## src/rtl/instr_encoder.sv

```systemverilog
// ---------------------------------------------------------------------------
// instr_encoder
//
// Streaming RV32I instruction encoder. Takes an instruction format plus its
// raw fields and assembles the 32-bit instruction word. Each word is range
// checked and tagged with a sequential instruction-memory word address.
//
// Two-stage pipeline:
//   S1 holds the raw fields as accepted from the input port.
//   S2 holds the encoded word, its error code and its address (drives out_*).
//
// Handshake: a transfer happens on a port in any cycle where valid and ready
// are both high. Upstream holds its fields stable while in_valid is high and
// in_ready is low; this block holds out_* stable while out_valid is high and
// out_ready is low.
//
// Ports:
//   clk, rst        clock, synchronous active-high reset
//   clear           synchronous flush of both stages + address reload
//   in_valid/ready  input handshake
//   fmt             0=R 1=I 2=S 3=B 4=U 5=J, 6/7 illegal
//   opcode, rd, rs1, rs2, funct3, funct7, imm   instruction fields
//   out_valid/ready output handshake
//   out_instr       encoded word (zero when errored)
//   out_addr        word address of out_instr
//   out_err         0=ok 1=imm range 2=misaligned 3=illegal fmt
// ---------------------------------------------------------------------------
module instr_encoder #(
    parameter int          ADDR_W    = 10,
    parameter int unsigned BASE_ADDR = 0
) (
    input  logic              clk,
    input  logic              rst,
    input  logic              clear,
    input  logic              in_valid,
    output logic              in_ready,
    input  logic [2:0]        fmt,
    input  logic [6:0]        opcode,
    input  logic [4:0]        rd,
    input  logic [4:0]        rs1,
    input  logic [4:0]        rs2,
    input  logic [2:0]        funct3,
    input  logic [6:0]        funct7,
    input  logic [31:0]       imm,
    output logic              out_valid,
    input  logic              out_ready,
    output logic [31:0]       out_instr,
    output logic [ADDR_W-1:0] out_addr,
    output logic [1:0]        out_err
);

    localparam logic [ADDR_W-1:0] BASE = ADDR_W'(BASE_ADDR);

    localparam logic [2:0] FMT_R = 3'd0;
    localparam logic [2:0] FMT_I = 3'd1;
    localparam logic [2:0] FMT_S = 3'd2;
    localparam logic [2:0] FMT_B = 3'd3;
    localparam logic [2:0] FMT_U = 3'd4;
    localparam logic [2:0] FMT_J = 3'd5;

    localparam logic [1:0] ERR_OK    = 2'd0;
    localparam logic [1:0] ERR_RANGE = 2'd1;
    localparam logic [1:0] ERR_ALIGN = 2'd2;
    localparam logic [1:0] ERR_FMT   = 2'd3;

    // S1: raw fields
    logic        s1_valid_q, s1_valid_d;
    logic [2:0]  s1_fmt_q, s1_fmt_d;
    logic [6:0]  s1_opcode_q, s1_opcode_d;
    logic [4:0]  s1_rd_q, s1_rd_d;
    logic [4:0]  s1_rs1_q, s1_rs1_d;
    logic [4:0]  s1_rs2_q, s1_rs2_d;
    logic [2:0]  s1_funct3_q, s1_funct3_d;
    logic [6:0]  s1_funct7_q, s1_funct7_d;
    logic [31:0] s1_imm_q, s1_imm_d;

    // S2: encoded word
    logic              s2_valid_q, s2_valid_d;
    logic [31:0]       s2_instr_q, s2_instr_d;
    logic [1:0]        s2_err_q, s2_err_d;
    logic [ADDR_W-1:0] s2_addr_q, s2_addr_d;

    // Address of the next ok word to be emitted
    logic [ADDR_W-1:0] cnt_q, cnt_d;

    logic        s2_free;
    logic        in_hs;
    logic        out_hs;
    logic        move;
    logic        cnt_inc;
    logic [31:0] enc_instr;
    logic [1:0]  enc_err;

    // in_ready is forced low during rst and clear so that no input handshake
    // can happen in a cycle whose effects are about to be discarded.
    always_comb begin
        s2_free  = !s2_valid_q || out_ready;
        in_ready = !rst && !clear && (!s1_valid_q || s2_free);
        in_hs    = in_valid && in_ready;
        out_hs   = s2_valid_q && out_ready && !clear;
        move     = s1_valid_q && s2_free;
        // Errored words carry the current address but do not consume it.
        cnt_inc  = out_hs && (s2_err_q == ERR_OK);
    end

    // Encoder and checks on the S1 fields. Priority: fmt, alignment, range.
    always_comb begin
        enc_instr = '0;
        enc_err   = ERR_OK;
        case (s1_fmt_q)
            FMT_R: begin
                enc_instr = {s1_funct7_q, s1_rs2_q, s1_rs1_q, s1_funct3_q, s1_rd_q, s1_opcode_q};
            end
            FMT_I: begin
                enc_instr = {s1_imm_q[11:0], s1_rs1_q, s1_funct3_q, s1_rd_q, s1_opcode_q};
                if ($signed(s1_imm_q) < -32'sd2048 || $signed(s1_imm_q) > 32'sd2047) begin
                    enc_err = ERR_RANGE;
                end
            end
            FMT_S: begin
                enc_instr = {s1_imm_q[11:5], s1_rs2_q, s1_rs1_q, s1_funct3_q,
                             s1_imm_q[4:0], s1_opcode_q};
                if ($signed(s1_imm_q) < -32'sd2048 || $signed(s1_imm_q) > 32'sd2047) begin
                    enc_err = ERR_RANGE;
                end
            end
            FMT_B: begin
                enc_instr = {s1_imm_q[12], s1_imm_q[10:5], s1_rs2_q, s1_rs1_q, s1_funct3_q,
                             s1_imm_q[4:1], s1_imm_q[11], s1_opcode_q};
                if (s1_imm_q[0]) begin
                    enc_err = ERR_ALIGN;
                end else if ($signed(s1_imm_q) < -32'sd4096 ||
                             $signed(s1_imm_q) > 32'sd4094) begin
                    enc_err = ERR_RANGE;
                end
            end
            FMT_U: begin
                enc_instr = {s1_imm_q[31:12], s1_rd_q, s1_opcode_q};
                if (s1_imm_q[11:0] != 12'd0) begin
                    enc_err = ERR_ALIGN;
                end
            end
            FMT_J: begin
                enc_instr = {s1_imm_q[20], s1_imm_q[10:1], s1_imm_q[11], s1_imm_q[19:12],
                             s1_rd_q, s1_opcode_q};
                if (s1_imm_q[0]) begin
                    enc_err = ERR_ALIGN;
                end else if ($signed(s1_imm_q) < -32'sd1048576 ||
                             $signed(s1_imm_q) > 32'sd1048574) begin
                    enc_err = ERR_RANGE;
                end
            end
            default: begin
                enc_err = ERR_FMT;
            end
        endcase
        if (enc_err != ERR_OK) begin
            enc_instr = '0;
        end
    end

    // Next-state for both stages and the counter; clear wins over everything.
    always_comb begin
        s1_fmt_d    = s1_fmt_q;
        s1_opcode_d = s1_opcode_q;
        s1_rd_d     = s1_rd_q;
        s1_rs1_d    = s1_rs1_q;
        s1_rs2_d    = s1_rs2_q;
        s1_funct3_d = s1_funct3_q;
        s1_funct7_d = s1_funct7_q;
        s1_imm_d    = s1_imm_q;
        if (in_hs) begin
            s1_fmt_d    = fmt;
            s1_opcode_d = opcode;
            s1_rd_d     = rd;
            s1_rs1_d    = rs1;
            s1_rs2_d    = rs2;
            s1_funct3_d = funct3;
            s1_funct7_d = funct7;
            s1_imm_d    = imm;
        end

        cnt_d      = cnt_q + ADDR_W'(cnt_inc);
        s1_valid_d = s1_valid_q;
        s2_valid_d = s2_valid_q;
        s2_instr_d = s2_instr_q;
        s2_err_d   = s2_err_q;
        s2_addr_d  = s2_addr_q;

        if (clear) begin
            s1_valid_d = 1'b0;
            s2_valid_d = 1'b0;
            s2_instr_d = '0;
            s2_err_d   = ERR_OK;
            s2_addr_d  = BASE;
            cnt_d      = BASE;
        end else begin
            if (in_hs) begin
                s1_valid_d = 1'b1;
            end else if (move) begin
                s1_valid_d = 1'b0;
            end

            if (move) begin
                s2_valid_d = 1'b1;
                s2_instr_d = enc_instr;
                s2_err_d   = enc_err;
                // cnt_d already includes a same-cycle ok output handshake.
                s2_addr_d  = cnt_d;
            end else if (out_hs) begin
                s2_valid_d = 1'b0;
            end
        end
    end

    always_ff @(posedge clk) begin
        if (rst) begin
            s1_valid_q  <= 1'b0;
            s1_fmt_q    <= '0;
            s1_opcode_q <= '0;
            s1_rd_q     <= '0;
            s1_rs1_q    <= '0;
            s1_rs2_q    <= '0;
            s1_funct3_q <= '0;
            s1_funct7_q <= '0;
            s1_imm_q    <= '0;
            s2_valid_q  <= 1'b0;
            s2_instr_q  <= '0;
            s2_err_q    <= ERR_OK;
            s2_addr_q   <= BASE;
            cnt_q       <= BASE;
        end else begin
            s1_valid_q  <= s1_valid_d;
            s1_fmt_q    <= s1_fmt_d;
            s1_opcode_q <= s1_opcode_d;
            s1_rd_q     <= s1_rd_d;
            s1_rs1_q    <= s1_rs1_d;
            s1_rs2_q    <= s1_rs2_d;
            s1_funct3_q <= s1_funct3_d;
            s1_funct7_q <= s1_funct7_d;
            s1_imm_q    <= s1_imm_d;
            s2_valid_q  <= s2_valid_d;
            s2_instr_q  <= s2_instr_d;
            s2_err_q    <= s2_err_d;
            s2_addr_q   <= s2_addr_d;
            cnt_q       <= cnt_d;
        end
    end

    assign out_valid = s2_valid_q;
    assign out_instr = s2_instr_q;
    assign out_err   = s2_err_q;
    assign out_addr  = s2_addr_q;

endmodule

```

## config.mk

```make
export PLATFORM = sky130hd
export DESIGN_NAME = instr_encoder
export DESIGN_NICKNAME = d
export VERILOG_FILES = /design/src/rtl/instr_encoder.sv
export SDC_FILE = /design/constraint.sdc
export NUM_CORES = 1
export LEC_CHECK = 0
export CELL_PAD_IN_SITES_DETAIL_PLACEMENT = 1
export CELL_PAD_IN_SITES_GLOBAL_PLACEMENT = 1
export CORE_MARGIN = 3
export CORE_UTILIZATION = 37
export CTS_CLUSTER_DIAMETER = 200
export DETAILED_ROUTE_END_ITERATION = 10
export GPL_TIMING_DRIVEN = 0
export PLACE_DENSITY_LB_ADDON = 0.1
export SLEW_MARGIN = 30
export SYNTH_ARGS = -nofsm -noshare
export SYNTH_HDL_FRONTEND = slang
export SYNTH_SLANG_ARGS = --single-unit
```

## constraint.sdc

```tcl
create_clock -name clk -period 2.36 [get_ports clk]
set_input_delay 0.472 -clock clk [delete_from_list [all_inputs] [get_ports clk]]
set_output_delay 0.472 -clock clk [all_outputs]
set_load 0.005 [all_outputs]
```

==> reports/results.ini <==
[run_status]
status = completed

[power_and_ir_drop]
p_int_mw = 4.31
power_frac_comb_pct = 7.3
total_power_mw = 5.49
clockPowerShare_pct = 53.3
switching_share_pct = 21.5
leakagePower_nw = 2.60
p_seq_share_pct = 39.4
power_density_mw_per_mm2 = 751
power_switching_mw = 1.18
ir_drop_mv = 0.475

[sta]
post-route-period-util_pct = 96.2
max_slew.worst_pin.slew_ns = 0.692
max_slew_margin_pct = 53.9
clock.fmax_ghz = 0.440
hold_viol_final = 0
period_needed_ns = 2.27
finClkSkew_ns = 0.00827
finalWorstSetupSlack_ns = 0.0890
slew_viol_final = 0
setup_viol = 0
hold_slack_ns = 0.453
grt_setup_unrepaired = no

[drt]
num_vias = 4876
via_per_inst = 5.24
drc = 0
first_pass_iters = 4
antenna_left = 0
drt_iter0_drc = 281
totalWireLength_mm = 16.9
wl_per_cell_um = 18.2

[synth]
syn_avg_cell_area_sq_um = 8.64
yosysUniqueCellTypes = 44
syn_area_sq_mm = 0.00524
ys_ff_latch = 123
syn_inst = 607
ys_seq_area_share_pct = 47.0
yosysWarningCount = 0
syn_nets = 681

[clock_network]
cts_tree = built
cts.sinks = 123
clk_pin_slew_ns = 0.06
insertion_delay_ns = 0.41
clk_path_buf_depth = 2
h-tree-depth = 4
cts_buffers = 17
root_buffer = clkbuf_16

[die]
start_util_pct = 38.7
die_w_um = 125
fp-row-count = 42
core_sq_mm = 0.0136
io_pins = 118
die_y_um = 125
dieArea_sq_mm = 0.0156

[grt]
gr-total-overflow = 0
grt_pass1_wl_mm = 27.3
grt_usage_pct = 21.8
antenna_found_initial = 0
grt_pass1_vias = 5187
grt_max_degree = 17

[place]
hpwl_mm = 12.7
io_buffers = 116
routabilityCongestion = 0.837
dp_slack_ns = -0.493
place_area_sq_mm = 0.00663

[worst_hold_path]
hp-class = register to register

[cells_and_area]
areaGrowthSynthToFinish_pct = 39.4
layout_commonest_cell = nand2_1
layout_common_cells = nand2_1 (175), dfxtp_1 (123), clkdlybuf4s50_1 (114), a21oi_1 (77), clkbuf_1 (28)
layout.nets = 815
drive_gt1_share_pct = 11.3
final_area_sq_mm = 0.00731
n_antenna_cell = 0

[flow_run]
maxCapViolCount = 0

[worst_setup_path]
required_ns = 2.66
path_class = register to register
critical_path_arrival_ns = 2.57
path_max_fanout = 10
slowest_stage = a221o_1
crit_chain = nor4_1, and3_1, nand3_1, a221o_1, buf_6, o41ai_2
critPathLaunchType = register
slowest_delay_ns = 0.48
worstSetupEndpointType = register

[critical path: cells and delay by family, from the launching register on]
kind | cells | cell delay, ns
AO/OA/AOI/OAI | 2 | 0.87
AND/OR/NAND/NOR | 3 | 0.69
flip-flops | 1 | 0.35
buffers and inverters | 1 | 0.23
[registers in the layout (all words and copies together) (netlist names), 5 cells and up]
signal / count
cnt_q: 10
out_addr: 10
out_instr: 32
s1_funct7_q: 7
s1_imm_q: 32
s1_opcode_q: 7
s1_rd_q: 5
s1_rs1_q: 5
s1_rs2_q: 5
[worst paths after layout]
check | startpoint | endpoint | slack, ns | cells after the start
worst min register to register | s1_funct3_q[2] | s1_funct3_q[2] | 0.45 | 2
worst min-delay path | s1_funct3_q[2] | s1_funct3_q[2] | 0.45 | 2
worst max-delay path | s1_imm_q[27] | out_instr[15] | 0.09 | 6
worst max register to register | s1_imm_q[27] | out_instr[15] | 0.09 | 6
[area by class of cell]
class                           instances  area, sq um
Multi-Input combinational cell        427         2530
Clock buffer                           19          443
Buffer                                 48          239
Sequential cell                       123         2460
Tap cell                              176          220
Clock inverter                         13          221
Timing Repair Buffer                  116         1160
Inverter                                8         30.0
Fill cell                            1589         6250
[synth_stat cells, drive strengths merged]
library cell	instances	share of area [%]
o2bb2ai	1	0.17
nand4bb	1	0.21
clkbuf	28	2.0
and2	5	0.60
inv	8	0.57
nand4	9	1.1
mux2i	16	3.1
a211oi	7	1.1
nor3	5	0.57
o31ai	3	0.43
dfxtp	123	47
nor2	27	1.9
a221o	1	0.19
ha	2	0.48
o31a	1	0.17
o21a	1	0.14
and2b	1	0.14
mux4	1	0.43
nor4	7	0.84
nand2	177	13
and3	3	0.36
nor2b	3	0.36
a311oi	1	0.17
buf	21	2.6
o22ai	2	0.24
xnor2	2	0.33
a22oi	16	2.3
nand3	7	0.67
a22o	3	0.50
o41ai	29	8.6
xor2	7	1.2
nand2b	2	0.24
a21oi	78	7.5
o22a	5	0.84
o21ai	3	0.29
or2	1	0.12
[logic make-up (layout without fill, tap and decap cells)]
| kind of cell | after synthesis | after routing | synth area share (%) |
|---|---|---|---|
| buffers and inverters | 57 | 204 | 5.15 |
| multiplexers | 17 | 17 | 3.48 |
| XOR/XNOR | 9 | 9 | 1.50 |
| flip-flops | 123 | 123 | 47.0 |
| AND/OR/NAND/NOR | 248 | 248 | 19.8 |
| adder cells (fa/ha/maj) | 2 | 2 | 0.477 |
| AO/OA/AOI/OAI | 151 | 151 | 22.6 |
[power groups by stage]
stage	Sequential, mW	Combinational, mW	Clock, mW
after global placement	2.20	0.384	0
after detailed placement	2.21	0.396	0
after floorplan	2.19	0.193	0
final	2.16	0.398	2.93
after global routing	2.17	0.436	3.08
after CTS	2.16	0.402	2.96
[metrics by stage]
stage               utilization, %  TNS [ns]  std cells
CTS                           53.8         0        930
floorplan                        -         0        607
global route                  53.9         0        930
finish                        53.9         0        930
global placement              48.9    -15.62        899
detailed placement            48.9    -21.26        899
[metal layers]
metal	vias to the layer above	part of all wire (%)	global-route usage (%)
li1	2390	-	-
met3	27	5.1	5.25
met2	126	51	38.7
met4	0	2.2	7.14
met1	2333	42	26.0
met5	-	0	0
[timing repair]
item / 4_1_cts / 5_1_grt
resized for setup: 3 / 4
endpoints found under the setup margin: 21 / 26
hold buffers: 0 / 0
cloned: 0 / 0
buffers inserted: 0 / 0
Power figures use the tool's default switching activity.
